$ cat src/rtl/damq_shared_buffer.sv
`default_nettype none
// ============================================================================
// Module   : damq_shared_buffer
// Brief    : DAMQ router input buffer. One shared flit memory is split at run
//            time into per-VC linked-list FIFOs fed from a free-address FIFO.
// Revision : 1.0  initial release
// ============================================================================
module damq_shared_buffer #(
    parameter int NUM_VCS      = 4,
    parameter int DATA_WIDTH   = 64,
    parameter int BUFFER_DEPTH = 16,
    parameter int MIN_RESERVED = 1
) (
    input  logic                                            clk,
    input  logic                                            reset,
    input  logic                                            write_enable,
    input  logic [((NUM_VCS > 1) ? $clog2(NUM_VCS) : 1)-1:0] write_vc,
    input  logic [DATA_WIDTH-1:0]                           flit_in,
    input  logic                                            read_enable,
    input  logic [((NUM_VCS > 1) ? $clog2(NUM_VCS) : 1)-1:0] read_vc,
    output logic [DATA_WIDTH-1:0]                           flit_out,
    output logic                                            flit_out_valid,
    output logic [NUM_VCS-1:0]                              vc_empty,
    output logic [NUM_VCS-1:0]                              vc_write_ok,
    output logic [$clog2(BUFFER_DEPTH+1)-1:0]               free_count,
    output logic                                            protocol_error
);

    localparam int c_vc_w   = (NUM_VCS > 1) ? $clog2(NUM_VCS) : 1;
    localparam int c_addr_w = (BUFFER_DEPTH > 1) ? $clog2(BUFFER_DEPTH) : 1;
    localparam int c_cnt_w  = $clog2(BUFFER_DEPTH + 1);
    localparam int c_pad_n  = 1 << c_vc_w;
    localparam logic [c_cnt_w-1:0]  c_min_res = c_cnt_w'(MIN_RESERVED);
    localparam logic [c_addr_w-1:0] c_last    = c_addr_w'(BUFFER_DEPTH - 1);

    logic [DATA_WIDTH-1:0] r_mem       [BUFFER_DEPTH];
    logic [c_addr_w-1:0]   r_next_ptr  [BUFFER_DEPTH];
    logic [c_addr_w-1:0]   r_free_fifo [BUFFER_DEPTH];
    logic [c_addr_w-1:0]   r_head      [NUM_VCS];
    logic [c_addr_w-1:0]   r_tail      [NUM_VCS];
    logic [c_cnt_w-1:0]    r_count     [NUM_VCS];
    logic [c_addr_w-1:0]   r_free_rd;
    logic [c_addr_w-1:0]   r_free_wr;
    logic [c_cnt_w-1:0]    r_free_count;
    logic [DATA_WIDTH-1:0] r_flit_out;
    logic                  r_flit_out_valid;
    logic                  r_protocol_error;

    logic [c_cnt_w-1:0]    w_deficit;
    logic [NUM_VCS-1:0]    w_vc_empty;
    logic [NUM_VCS-1:0]    w_vc_write_ok;
    logic [c_pad_n-1:0]    w_ok_pad;
    logic [c_pad_n-1:0]    w_nonempty_pad;
    logic                  w_wr_legal;
    logic                  w_rd_legal;
    logic                  w_wr_to_empty;
    logic [c_addr_w-1:0]   w_alloc;

    function automatic logic [c_addr_w-1:0] f_wrap_inc(input logic [c_addr_w-1:0] p);
        return (p == c_last) ? '0 : p + c_addr_w'(1);
    endfunction

    // Acceptance looks only at registered state: a slot freed by a read in
    // this same cycle only becomes allocatable on the next one.
    always_comb begin
        w_deficit      = '0;
        w_vc_empty     = '0;
        w_vc_write_ok  = '0;
        w_ok_pad       = '0;
        w_nonempty_pad = '0;
        for (int v = 0; v < NUM_VCS; v++) begin
            if (r_count[v] < c_min_res)
                w_deficit = w_deficit + (c_min_res - r_count[v]);
        end
        for (int v = 0; v < NUM_VCS; v++) begin
            w_vc_empty[v]    = (r_count[v] == '0);
            w_vc_write_ok[v] = (r_count[v] < c_min_res) ? (r_free_count != '0)
                                                        : (r_free_count > w_deficit);
        end
        // Padding to the full index range makes out-of-range VCs read as illegal.
        w_ok_pad[NUM_VCS-1:0]       = w_vc_write_ok;
        w_nonempty_pad[NUM_VCS-1:0] = ~w_vc_empty;
    end

    assign w_wr_legal    = write_enable && w_ok_pad[write_vc];
    assign w_rd_legal    = read_enable && w_nonempty_pad[read_vc];
    assign w_alloc       = r_free_fifo[r_free_rd];
    assign w_wr_to_empty = (r_count[write_vc] == '0) ||
                           (w_rd_legal && (read_vc == write_vc) &&
                            (r_count[write_vc] == c_cnt_w'(1)));

    always_ff @(posedge clk) begin
        if (reset) begin
            for (int v = 0; v < NUM_VCS; v++) begin
                r_head[v]  <= '0;
                r_tail[v]  <= '0;
                r_count[v] <= '0;
            end
            for (int i = 0; i < BUFFER_DEPTH; i++)
                r_free_fifo[i] <= c_addr_w'(i);
            r_free_rd        <= '0;
            r_free_wr        <= '0;
            r_free_count     <= c_cnt_w'(BUFFER_DEPTH);
            r_flit_out       <= '0;
            r_flit_out_valid <= 1'b0;
            r_protocol_error <= 1'b0;
        end else begin
            r_flit_out_valid <= w_rd_legal;
            if (w_rd_legal) begin
                r_flit_out               <= r_mem[r_head[read_vc]];
                r_head[read_vc]          <= r_next_ptr[r_head[read_vc]];
                r_free_fifo[r_free_wr]   <= r_head[read_vc];
                r_free_wr                <= f_wrap_inc(r_free_wr);
            end
            // Placed after the read so a write into a just-emptied VC wins the head.
            if (w_wr_legal) begin
                r_tail[write_vc] <= w_alloc;
                if (w_wr_to_empty)
                    r_head[write_vc] <= w_alloc;
                r_free_rd <= f_wrap_inc(r_free_rd);
            end
            for (int v = 0; v < NUM_VCS; v++) begin
                case ({w_wr_legal && (write_vc == c_vc_w'(v)),
                       w_rd_legal && (read_vc == c_vc_w'(v))})
                    2'b10:   r_count[v] <= r_count[v] + c_cnt_w'(1);
                    2'b01:   r_count[v] <= r_count[v] - c_cnt_w'(1);
                    default: r_count[v] <= r_count[v];
                endcase
            end
            case ({w_wr_legal, w_rd_legal})
                2'b10:   r_free_count <= r_free_count - c_cnt_w'(1);
                2'b01:   r_free_count <= r_free_count + c_cnt_w'(1);
                default: r_free_count <= r_free_count;
            endcase
            if ((write_enable && !w_wr_legal) || (read_enable && !w_rd_legal))
                r_protocol_error <= 1'b1;
        end
    end

    // Storage and link fields carry no reset; they are only read via live pointers.
    always_ff @(posedge clk) begin
        if (!reset && w_wr_legal) begin
            r_mem[w_alloc] <= flit_in;
            if (!w_wr_to_empty)
                r_next_ptr[r_tail[write_vc]] <= w_alloc;
        end
    end

    assign flit_out       = r_flit_out;
    assign flit_out_valid = r_flit_out_valid;
    assign vc_empty       = w_vc_empty;
    assign vc_write_ok    = w_vc_write_ok;
    assign free_count     = r_free_count;
    assign protocol_error = r_protocol_error;

endmodule
`default_nettype wire

$ cat config.mk
export PLATFORM = sky130hd
export DESIGN_NAME = damq_shared_buffer
export DESIGN_NICKNAME = d
export VERILOG_FILES = /design/src/rtl/damq_shared_buffer.sv
export SDC_FILE = /design/constraint.sdc
export NUM_CORES = 2
export LEC_CHECK = 0
export ABC_AREA = 1
export BUFFER_PORTS_ARGS = -buffer_cell sky130_fd_sc_hd__buf_2
export CAP_MARGIN = 0
export CORE_UTILIZATION = 46
export DETAILED_ROUTE_END_ITERATION = 7
export PLACE_DENSITY = 0.73
export RECOVER_POWER = 50
export SYNTH_ARGS = -nofsm -noshare
export SYNTH_HDL_FRONTEND = slang
export SYNTH_SLANG_ARGS = --single-unit
$ cat constraint.sdc
create_clock -name clk -period 15.35 [get_ports clk]
set_input_delay 1.535 -clock clk [delete_from_list [all_inputs] [get_ports clk]]
set_output_delay 1.535 -clock clk [all_outputs]
set_load 0.02 [all_outputs]
==> flow_summary.toml <==
[pwr]
pwr-share-clk_pct = 36.8
seq_power_share_pct = 48.2
max-vdd-ir-drop_uv = 126.6
pwr_density_cell_nw_per_um2 = 143.1
internal-power_mw = 6.227
power.share.switching_pct = 27.62
leakagePower_nw = 20.85
p_switching_mw = 2.376
relative_contribution_of_combinational_cells_to_total_power_pct = 15.0
p_total_mw = 8.602

[die]
initial_utilization_pct = 46.41
die_area_um2 = 118800
floorplan.io_pins = 151
die_h_um = 344.6
fp.coreArea_um2 = 116400
placementRows = 125
die_w_um = 344.6

[hold_path]
worst_hold_path.endpoint = "protocol_error"
hold_path.class = "register to register"
timing.hold.worst_path_depth = 2
hold_path_startpoint = "protocol_error"

[synth]
synth_area_per_cell_um2 = 12.04
synth_top_family_by_area = "compound AO/OA/AOI/OAI gates"
yosys.area_share.simple_pct = 10.55
synthMuxAreaShare_pct = 0.3336
dominant_register_cell_in_the_synthesized_netlist = "edfxtp_1"
post_synth_most_frequent_cells = "edfxtp_1 (1204), nand2_1 (585), o211ai_1 (529), inv_1 (470), nor2_1 (425)"
synth-seq-cells = 1287
synthCells = 4485
synth.yosys.seq_area_share_pct = 70.03
yosys.cell_count.top_type = "edfxtp_1"
postSynthNetCount = 4615
synth_cell_type_count = 47
async_reset_ff_share_pct = 0
synth_largest_type_area_fraction_pct = 66.95
synth_largest_area_cell = "edfxtp_1"
xor_xnor_share_of_the_synthesized_area_pct = 0.2919
post_synth_instance_area_um2 = 54000
synth_enable_flop_cells = 1204
ys_top_cells_by_area = "edfxtp_1 (67%), o211ai_1 (7.4%), nand2_1 (4.1%)"
total_of_warnings_raised_by_yosys = 0
yosys.area_share.adder_pct = 1.399
synth-compound-area-share_pct = 11.99

[grt]
first_pass_grt_wire_length_um = 200600
grt.met3_usage_pct = 3.216
maximum_number_of_pins_on_one_net_before_global_route_repair = 217
overflow = 0
met2_usage_pct = 38.12
grt_pass1_vias = 33946
grt_antenna_before_repair = 10
global_route.usage.total_pct = 22.19
gr-max-usage-layer = "met2"
groute.layer.met1.usage_pct = 28.64

[placement]
placed_cells_incl_taps = 5927
gpl.final_weighted_congestion = 0.8488
port-buffer-count = 150
dp_hpwl_um = 71100

[setup_path]
worst_setup_path_start_kind = "primary input"
ff_to_ff_start = "r_head[1][0]"
critical_path_class = "primary input to register"
worst-endpoint-arrival_ns = 12.27
r2r.worst_path.cells = 13
worstSetupStartpoint = "read_vc[1]"
ff2ff_setup_slack_ns = 4.44
crit_reg_reg_endpoint = "flit_out[39]"
critical_path.max_fanout = 138
timing.critical_path.to_type = "register"
required_ns = 15.98

[drt]
drcViolationCount = 0
drt.antenna.violating_nets = 0
wirelength_um = 133300
final_routed_wire_length_divided_by_cell_count_um = 21.60
dr_total_vias = 35079
drt_first_iter_violations = 3530
detail_route.vias_per_cell = 5.685
firstDrtPassIters = 6

[flow_run]
drv_cap = 5

[timing]
max_freq_mhz = 85.90
rsz0062_at_grt = "no"
max_slew.worst_pin.slew_ns = 6.065
timing.slew.headroom_pct = -304.3
tns_ns = 0
finalMaxSlewViolations = 375
finClkSkew_ns = 0.03618
finalSetupViolCount = 0
final_min_period_over_clock_period_pct = 75.84
hold_viol = 0
minimum_clock_period_after_layout_ns = 11.64
finalHoldWorstSlack_ns = 0.4914

[layout]
areaGrowthSynthToFinish_pct = 11.31
drive_gt1_share_pct = 5.818
num-fill-cells = 9764
nets = 4668
finish.cell_count_without_fillers = 6170

[clock_tree]
clock-root-buffer = "clkbuf_16"
clk_transition_reported_paths_ns = 0.07
clkSinkCount = 1287
clock_buffers_created_by_tritoncts = 133
cts_hold_repair.buffers = 0
post_cts_resize_count = 0
ctsHtreeMaxLevel = 4
postCtsSetupBuffers = 0
clkLatencyLatePin_ns = 0.77
tritoncts_clock_tree = "built"
cts-root-to-sink-buffers = 3

[outcome]
status = "complete, but fails checks"
violations_in_the_final_reports = "max-capacitance violations, max-slew violations"
==> cell type report <==
class | count | area [um^2] | share of cell area (%)
multi-input combinational | 2447 | 13410 | 22.31
clock inverter | 61 | 636.9 | 1.059
antenna | 5 | 12.51 | 0.02081
tap | 1524 | 1907 | 3.172
clock buffer | 177 | 3637 | 6.051
timing repair buffer | 187 | 869.6 | 1.447
sequential | 1287 | 37820 | 62.91
inverter | 482 | 1821 | 3.029
==> power by group through the flow <==
| stage | combinational (mW) | clock, mW | sequential [mW] |
|---|---|---|---|
| after floorplan | 0.794 | 0 | 4.23 |
| after detailed placement | 1.28 | 0 | 4.22 |
| after global placement | 1.26 | 0 | 4.21 |
| after global routing | 1.40 | 3.33 | 4.16 |
| after CTS | 1.29 | 3.20 | 4.15 |
| final | 1.29 | 3.17 | 4.15 |
==> worst max-delay path by stage <==
stage                               to  cells past startpoint
final                     flit_out[39]                     13
after global routing      flit_out[14]                     13
after CTS                 r_mem[2][26]                     38
after detailed placement  r_mem[2][26]                     38
after global placement    r_mem[2][27]                     38
after floorplan           r_mem[12][0]                     38
==> stage by stage <==
| step | utilization, % | instance area, um^2 | worst slack (ns) |
|---|---|---|---|
| final | 51.66 | 60110 | 3.709 |
| after global routing | 51.66 | 60110 | 3.138 |
| after CTS | 51.83 | 60310 | 6.364 |
| after detailed placement | 48.15 | 56030 | 6.345 |
| after global placement | 48.15 | 56030 | 6.554 |
| after floorplan | - | 54000 | 6.376 |
==> cell usage in the layout, fill, tap and decap left out, drive strengths merged, types with 41 or more instances in the layout <==
cell,n
o211ai,529
o21ai,311
a21oi,44
inv,488
ha,54
edfxtp,1204
dfxtp,83
buf,44
clkinv,41
nand2,590
nor2,434
o21a,69
nand3,320
clkbuf,320
==> sequential cells by signal (all words and copies together) (netlist names), named ones only <==
name / count
r_count: 20
r_next_ptr: 64
r_tail: 16
r_free_fifo: 64
r_free_rd: 4
r_mem: 1024
flit_out_valid: 1
protocol_error: 1
r_free_wr: 4
flit_out: 64
r_head: 16
free_count: 5
==> layer usage <==
layer	routed length, um	up-vias	part of all wire, %
li1	-	16218	-
met1	53430	17156	40
met2	66790	1446	50
met3	8935	251	6.7
met4	4052	8	3.0
met5	52	-	0.039
==> critical path, stage by stage <==
cell and delay, ns:
clkbuf_1 0.19, inv_1 0.19, nand2_1 0.73, nand2_8 0.96
clkinvlp_2 4.82, buf_4 2.05, buf_4 0.56, nor2_1 0.20
o211ai_1 0.11, nand3_1 0.22, nand3_1 0.21, nand2_1 0.18
inv_1 0.05
==> kinds of logic after synthesis <==
kind of cell / count (synthesis)
AOI/OAI and AO/OA: 980
xor gates and xnor gates: 18
muxes: 18
DFF: 1287
and+or+nand+nor: 1373
buffers and inverters: 751
adders and majority gates: 58
No activity file was read; power rests on OpenSTA's default activity.
